==> config.mk <==
export PLATFORM = sky130hd
export DESIGN_NAME = vga_sync_decoder
export DESIGN_NICKNAME = d
export VERILOG_FILES = /design/src/rtl/vga_sync_decoder.sv
export SDC_FILE = /design/constraint.sdc
export NUM_CORES = 1
export LEC_CHECK = 0
export BUFFER_PORTS_ARGS = -buffer_cell sky130_fd_sc_hd__buf_2
export CELL_PAD_IN_SITES_DETAIL_PLACEMENT = 1
export CELL_PAD_IN_SITES_GLOBAL_PLACEMENT = 1
export CORE_MARGIN = 4
export CORE_UTILIZATION = 35
export DETAILED_ROUTE_END_ITERATION = 8
export MAX_ROUTING_LAYER = met4
export PLACE_DENSITY = 0.77
export SLEW_MARGIN = 20
export SYNTH_ARGS = -nofsm -noshare
export SYNTH_HDL_FRONTEND = slang
export SYNTH_SLANG_ARGS = --single-unit
==> constraint.sdc <==
create_clock -name clk_100MHz -period 7.3 [get_ports clk_100MHz]
set_clock_uncertainty 0.15 [all_clocks]
set_input_delay 0.73 -clock clk_100MHz [delete_from_list [all_inputs] [get_ports clk_100MHz]]
set_output_delay 0.73 -clock clk_100MHz [all_outputs]
set_load 0.02 [all_outputs]
==> src/rtl/vga_sync_decoder.sv <==
// Purpose: recovers x/y, active-video, lock and frame statistics from a VGA hsync/vsync/rgb stream.
// Latency: one clk_100MHz cycle after each p_tick sample; outputs hold between p_ticks.
// Backpressure: none; the stream is consumed at p_tick rate. Optional frame CRC via VGA_SYNC_DECODER_CRC_EN.
module vga_sync_decoder #(
    parameter int   H_DISPLAY   = 640,
    parameter int   H_FRONT     = 16,
    parameter int   H_RETRACE   = 96,
    parameter int   H_BACK      = 48,
    parameter int   V_DISPLAY   = 480,
    parameter int   V_FRONT     = 10,
    parameter int   V_RETRACE   = 2,
    parameter int   V_BACK      = 33,
    parameter logic SYNC_ACTIVE = 1'b1,
    parameter int   LOCK_FRAMES = 2
) (
    input  logic        clk_100MHz,
    input  logic        reset,
    input  logic        p_tick,
    input  logic        hsync,
    input  logic        vsync,
    input  logic [11:0] rgb,
    output logic [9:0]  x,
    output logic [9:0]  y,
    output logic        de,
    output logic [11:0] pix_rgb,
    output logic        locked,
    output logic        frame_start,
    output logic [15:0] frame_count,
    output logic [7:0]  err_count,
    output logic [15:0] frame_crc,
    output logic        crc_valid
);

    localparam int H_TOTAL = H_DISPLAY + H_FRONT + H_RETRACE + H_BACK;
    localparam int V_TOTAL = V_DISPLAY + V_FRONT + V_RETRACE + V_BACK;

    localparam logic [9:0] X_LAST    = 10'(H_TOTAL - 1);
    localparam logic [9:0] Y_LAST    = 10'(V_TOTAL - 1);
    localparam logic [9:0] H_SS      = 10'(H_DISPLAY + H_FRONT);
    localparam logic [9:0] V_SS      = 10'(V_DISPLAY + V_FRONT);
    localparam logic [9:0] H_ACT     = 10'(H_DISPLAY);
    localparam logic [9:0] V_ACT     = 10'(V_DISPLAY);
    localparam logic [3:0] GOOD_LAST = 4'(LOCK_FRAMES - 1);

    typedef enum logic [0:0] {
        ACQUIRE = 1'b0,
        LOCKED  = 1'b1
    } lock_state_t;

    lock_state_t state, state_nxt;
    logic [3:0]  good_frames, good_nxt;

    logic        hs_q, vs_q;
    logic        h_seen, v_seen;
    logic        err_since;

    logic        hs_edge, vs_edge, vs_take;
    logic [9:0]  x_pred, y_pred, x_nxt, y_nxt;
    logic        line_err, frame_err, any_err, frame_clean;
    logic        err_since_nxt, locked_nxt, fs_nxt, de_nxt;

    // Edge detection, free-running prediction and resync on the sync edges.
    always_comb begin
        hs_edge = (hsync == SYNC_ACTIVE) && (hs_q != SYNC_ACTIVE);
        vs_edge = (vsync == SYNC_ACTIVE) && (vs_q != SYNC_ACTIVE);
        // vsync is ignored until the line timing is known
        vs_take = vs_edge && h_seen;

        x_pred = '0;
        y_pred = '0;
        if (h_seen) begin
            x_pred = (x == X_LAST) ? '0 : x + 10'd1;
            y_pred = y;
            if (v_seen && (x == X_LAST)) begin
                y_pred = (y == Y_LAST) ? '0 : y + 10'd1;
            end
        end

        line_err  = hs_edge && h_seen && (x_pred != H_SS);
        frame_err = vs_edge && v_seen && ((y_pred != V_SS) || (x_pred != '0));
        any_err   = line_err || frame_err;

        frame_clean   = vs_take && !err_since && !any_err;
        err_since_nxt = vs_take ? 1'b0 : (err_since || any_err);

        x_nxt = hs_edge ? H_SS : x_pred;
        y_nxt = vs_take ? V_SS : y_pred;
    end

    // Lock FSM: next state.
    always_comb begin
        state_nxt = state;
        good_nxt  = good_frames;
        case (state)
            ACQUIRE: begin
                if (any_err) begin
                    good_nxt = '0;
                end else if (frame_clean) begin
                    if (good_frames >= GOOD_LAST) begin
                        state_nxt = LOCKED;
                        good_nxt  = '0;
                    end else begin
                        good_nxt = good_frames + 4'd1;
                    end
                end
            end
            LOCKED: begin
                if (any_err) begin
                    state_nxt = ACQUIRE;
                    good_nxt  = '0;
                end
            end
            default: begin
                state_nxt = ACQUIRE;
                good_nxt  = '0;
            end
        endcase
    end

    // Lock FSM: state register, advanced only on pixel ticks.
    always_ff @(posedge clk_100MHz) begin
        if (reset) begin
            state       <= ACQUIRE;
            good_frames <= '0;
        end else if (p_tick) begin
            state       <= state_nxt;
            good_frames <= good_nxt;
        end
    end

    assign locked = (state == LOCKED);

    always_comb begin
        locked_nxt = (state_nxt == LOCKED);
        fs_nxt     = locked_nxt && (x_nxt == '0) && (y_nxt == '0);
        de_nxt     = locked_nxt && (x_nxt < H_ACT) && (y_nxt < V_ACT);
    end

    always_ff @(posedge clk_100MHz) begin
        if (reset) begin
            // previous sample treated as asserted: a fresh deassertion must be seen first
            hs_q        <= SYNC_ACTIVE;
            vs_q        <= SYNC_ACTIVE;
            h_seen      <= 1'b0;
            v_seen      <= 1'b0;
            err_since   <= 1'b0;
            x           <= '0;
            y           <= '0;
            de          <= 1'b0;
            pix_rgb     <= '0;
            frame_start <= 1'b0;
            frame_count <= '0;
            err_count   <= '0;
        end else begin
            frame_start <= 1'b0;
            if (p_tick) begin
                hs_q        <= hsync;
                vs_q        <= vsync;
                h_seen      <= h_seen | hs_edge;
                v_seen      <= v_seen | vs_take;
                err_since   <= err_since_nxt;
                x           <= x_nxt;
                y           <= y_nxt;
                de          <= de_nxt;
                pix_rgb     <= rgb;
                frame_start <= fs_nxt;
                if (fs_nxt) begin
                    frame_count <= frame_count + 16'd1;
                end
                if (any_err && (err_count != 8'hFF)) begin
                    err_count <= err_count + 8'd1;
                end
            end
        end
    end

`ifdef VGA_SYNC_DECODER_CRC_EN
    function automatic logic [15:0] crc16_step12(input logic [15:0] crc, input logic [11:0] dat);
        logic [15:0] r;
        r = crc;
        for (int i = 11; i >= 0; i--) begin
            if (r[15] ^ dat[i]) begin
                r = {r[14:0], 1'b0} ^ 16'h1021;
            end else begin
                r = {r[14:0], 1'b0};
            end
        end
        return r;
    endfunction

    logic [15:0] crc_acc, crc_upd;
    logic        crc_armed;

    // de/pix_rgb are the registered pixel of the previous tick
    always_comb begin
        crc_upd = de ? crc16_step12(crc_acc, pix_rgb) : crc_acc;
    end

    // A frame is only reported when lock was held from its first pixel to the next frame start.
    always_ff @(posedge clk_100MHz) begin
        if (reset) begin
            crc_acc   <= 16'hFFFF;
            crc_armed <= 1'b0;
            frame_crc <= '0;
            crc_valid <= 1'b0;
        end else begin
            crc_valid <= 1'b0;
            if (p_tick) begin
                if (fs_nxt) begin
                    if (crc_armed) begin
                        frame_crc <= crc_upd;
                        crc_valid <= 1'b1;
                    end
                    crc_acc   <= 16'hFFFF;
                    crc_armed <= 1'b1;
                end else begin
                    crc_acc <= crc_upd;
                    if (!locked_nxt) begin
                        crc_armed <= 1'b0;
                    end
                end
            end
        end
    end
`else
    assign frame_crc = '0;
    assign crc_valid = 1'b0;
`endif

endmodule

==> flow_summary.yaml <==
logic_synthesis:
  synth_area_per_cell_um2: 8.18
  ys_types: 74
  seq_area_frac_synth: 0.320
  ys_seq_elements: 68
  yosys_warnings: 0
  synth_cells: 520
  ys.flop_type: "dfxtp_1"
  netlist_area_um2: 4250
  async_reset_ff_frac: 0
  synth_edf_count: 0
drt:
  ant_nets: 0
  drt_pre_antenna_iters: 4
  first_iter_violations: 188
  wl_um: 13100
  wl_per_cell_um: 18.0
  via_per_inst: 5.66
  via_count: 4124
  drc: 0
timing:
  period_minus_slack_ps: 4260
  finalSetupTns_ps: 0
  setup-violations-final: 0
  maxSlewHeadroom: 0.449
  maxSlewViolCount: 0
  finalHoldViolCount: 0
  period_share: 0.584
  hold_ws_ps: 330
  tightest_slew_ps: 826
  rsz0062_at_grt: "no"
  max_freq_mhz: 235
clock_tree:
  cts-root-buf: "clkbuf_16"
  clk_transition_reported_paths_ps: 60
  ctsHoldBuffers: 0
  worstSkewPairLatency_ps: 340
  cts_buffers: 9
  tritoncts: "built"
  ctsLongestPathBuffers: 2
  postCtsSetupBuffers: 0
  postCtsResizedCells: 0
  htree_levels: 3
  cts_sinks: 68
layout:
  syn2layout_area_growth_pct: 15.6
  multi_input_area_um2: 2600
  instances_no_fill: 728
  final_area_um2: 4920
  num-fill-cells: 1449
  drive_above_1_share: 0.205
  diodes: 0
  regArea_um2: 1360
  nNetsFinal: 601
power_and_ir_drop:
  p_leak_uw: 0.00200
  totalPowerFinal_uw: 888
  peakVddDrop_v: 0.0000808
  p_per_area_nw_per_um2: 180
global_route:
  grt_pass1_wl_um: 21600
  grt_use_met1: 0.231
  grt_pass1_vias: 4214
  grt_use_total: 0.194
  antenna_found_initial: 0
  grt_max_degree: 76
  grt_util_met3: 0.0292
  use_met2: 0.321
  grt-ovfl-total: 0
  top_usage_layer: "met2"
die:
  die_y_um: 118
  io_pins: 93
  start_util: 0.356
  dieWidth_um: 118
  std_cell_rows: 40
  coreArea_um2: 12000
  die-area_um2: 14000
worst_setup_path:
  cp-start-kind: "flip-flop"
  worst-r2r-cell-count: 9
  path_class: "flip-flop to flip-flop"
  critical_path_required_ps: 7410
  reg2reg_slack_ps: 3040
  worstPathArrival_ps: 4380
  r2r-start: "x[1]"
  crit_chain: "ha_1 -> and4_1 -> nand4_1 -> o21ai_2 -> a311oi_1 -> a2111oi_2 -> nand4_1 -> or4_1 -> a21oi_1"
  path_common_cell: "nand4_1"
  r2r_end: "frame_count[9]"
  startpoint: "x[1]"
  endpoint: "frame_count[9]"
  end_kind: "flip-flop"
  path_max_fanout: 15
  critPathMaxStageDelay_ps: 670
  cpMaxStageDelayCell: "or4_1"
placed_design:
  gp_congestion: 0.942
  dpl_cell_area_um2: 4620
  dp_cells: 712
  port_buffers: 75
  hpwl_um: 9400
outcome:
  outcome: "finished clean"
hold_path:
  hold_path.class: "flip-flop to flip-flop"
flow_run:
  maxCapViolCount: 0
[critical path, delay by kind of cell (launching register included)]
kind	cells	cell delay, ps
and+or+nand+nor	4	2000
AOI/OAI and AO/OA	4	1190
DFF	1	450
adders and majority gates	1	390
[logic make-up (layout without fill, tap and decap cells)]
| logic type | after synthesis | count (layout) | share of synthesized area |
|---|---|---|---|
| AO/OA/AOI/OAI | 106 | 106 | 0.174 |
| XOR/XNOR | 6 | 6 | 0.0124 |
| adder cells (fa/ha/maj) | 8 | 8 | 0.0235 |
| buffers and inverters | 70 | 115 | 0.0823 |
| flip-flops | 68 | 68 | 0.320 |
| multiplexers | 33 | 33 | 0.0821 |
| other | 1 | 17 | 0.000882 |
| AND/OR/NAND/NOR | 228 | 228 | 0.304 |
[area by class of cell]
class / count / share of cell area
multi-input cells: 398 / 0.529
flip-flops and latches: 68 / 0.277
repair buffers: 78 / 0.0809
clock buffers: 10 / 0.0466
well taps: 147 / 0.0374
inverters: 21 / 0.0160
clock inverters: 6 / 0.0132
[routing by layer]
layer | vias to the layer above | share of wire
li1 | 1995 | -
met1 | 2002 | 0.44
met2 | 98 | 0.49
met3 | 29 | 0.039
met4 | 0 | 0.030
met5 | - | 0
[power breakdown]
group	switching, uW	internal, uW	total (uW)
sequential	8.39	378	386
combinational	49.1	19.6	68.6
clock	168	264	433
total	226	662	888
[Yosys cell counts (all sizes together), types with 6 or more instances]
cell | number | area, um^2
and3 | 9 | 56.3
nor3 | 18 | 95.1
a211oi | 8 | 65.1
or3 | 6 | 37.5
nand3 | 20 | 100
or4 | 7 | 56.3
clkbuf | 18 | 67.6
a31oi | 7 | 50.1
nor4 | 14 | 109
mux2 | 15 | 169
nor2b | 18 | 113
inv | 20 | 75.1
buf | 31 | 204
a21oi | 30 | 161
o21ai | 18 | 93.8
nand2 | 30 | 113
ha | 8 | 100
nor2 | 63 | 236
nand4 | 17 | 119
dfxtp | 68 | 1360
mux2i | 18 | 180
o31ai | 9 | 81.3
[sequential cells by signal, summed over array words and instances (netlist names)]
name,flops
frame_start,1
locked,1
frame_count,16
hs_q,1
vs_q,1
y,10
v_seen,1
err_since,1
de,1
h_seen,1
good_frames,4
x,10
pix_rgb,12
err_count,8
[per-stage QoR]
step / utilization / setup slack [ps]
floorplan: - / 3950
global placement: 0.387 / 3230
detailed placement: 0.387 / 3140
CTS: 0.411 / 3120
global route: 0.411 / 2840
finish: 0.411 / 3040
[placed cells by master, fill, tap and decap left out, drive strengths merged, types with 3 or more instances in the layout]
master and count:
a211oi 8, a21oi 30, a31oi 7, a32oi 3, and2 3, and3 9
and4 5, buf 78, clkbuf 10, clkinv 5, conb 17, dfxtp 68
ha 8, inv 20, mux2 15, mux2i 18, nand2 30, nand2b 5
nand3 20, nand4 17, nor2 63, nor2b 18, nor3 18, nor3b 3
nor4 14, o2111ai 5, o21ai 18, o22ai 4, o31ai 9, or3 6
or4 7, xnor2 5
[how the worst min path moves through the flow]
| stage | startpoint | to | slack [ps] | cells past startpoint |
|---|---|---|---|---|
| 2_1_floorplan | vs_q | vs_q | 290 | 2 |
| 3_3_place_gp | vs_q | vs_q | 310 | 2 |
| 3_5_place_dp | vs_q | vs_q | 310 | 2 |
| 4_1_cts | vs_q | vs_q | 330 | 2 |
| 5_1_grt | good_frames[3] | good_frames[3] | 350 | 1 |
| 6_report | good_frames[3] | good_frames[3] | 330 | 1 |
No activity file was read; power rests on OpenSTA's default activity.
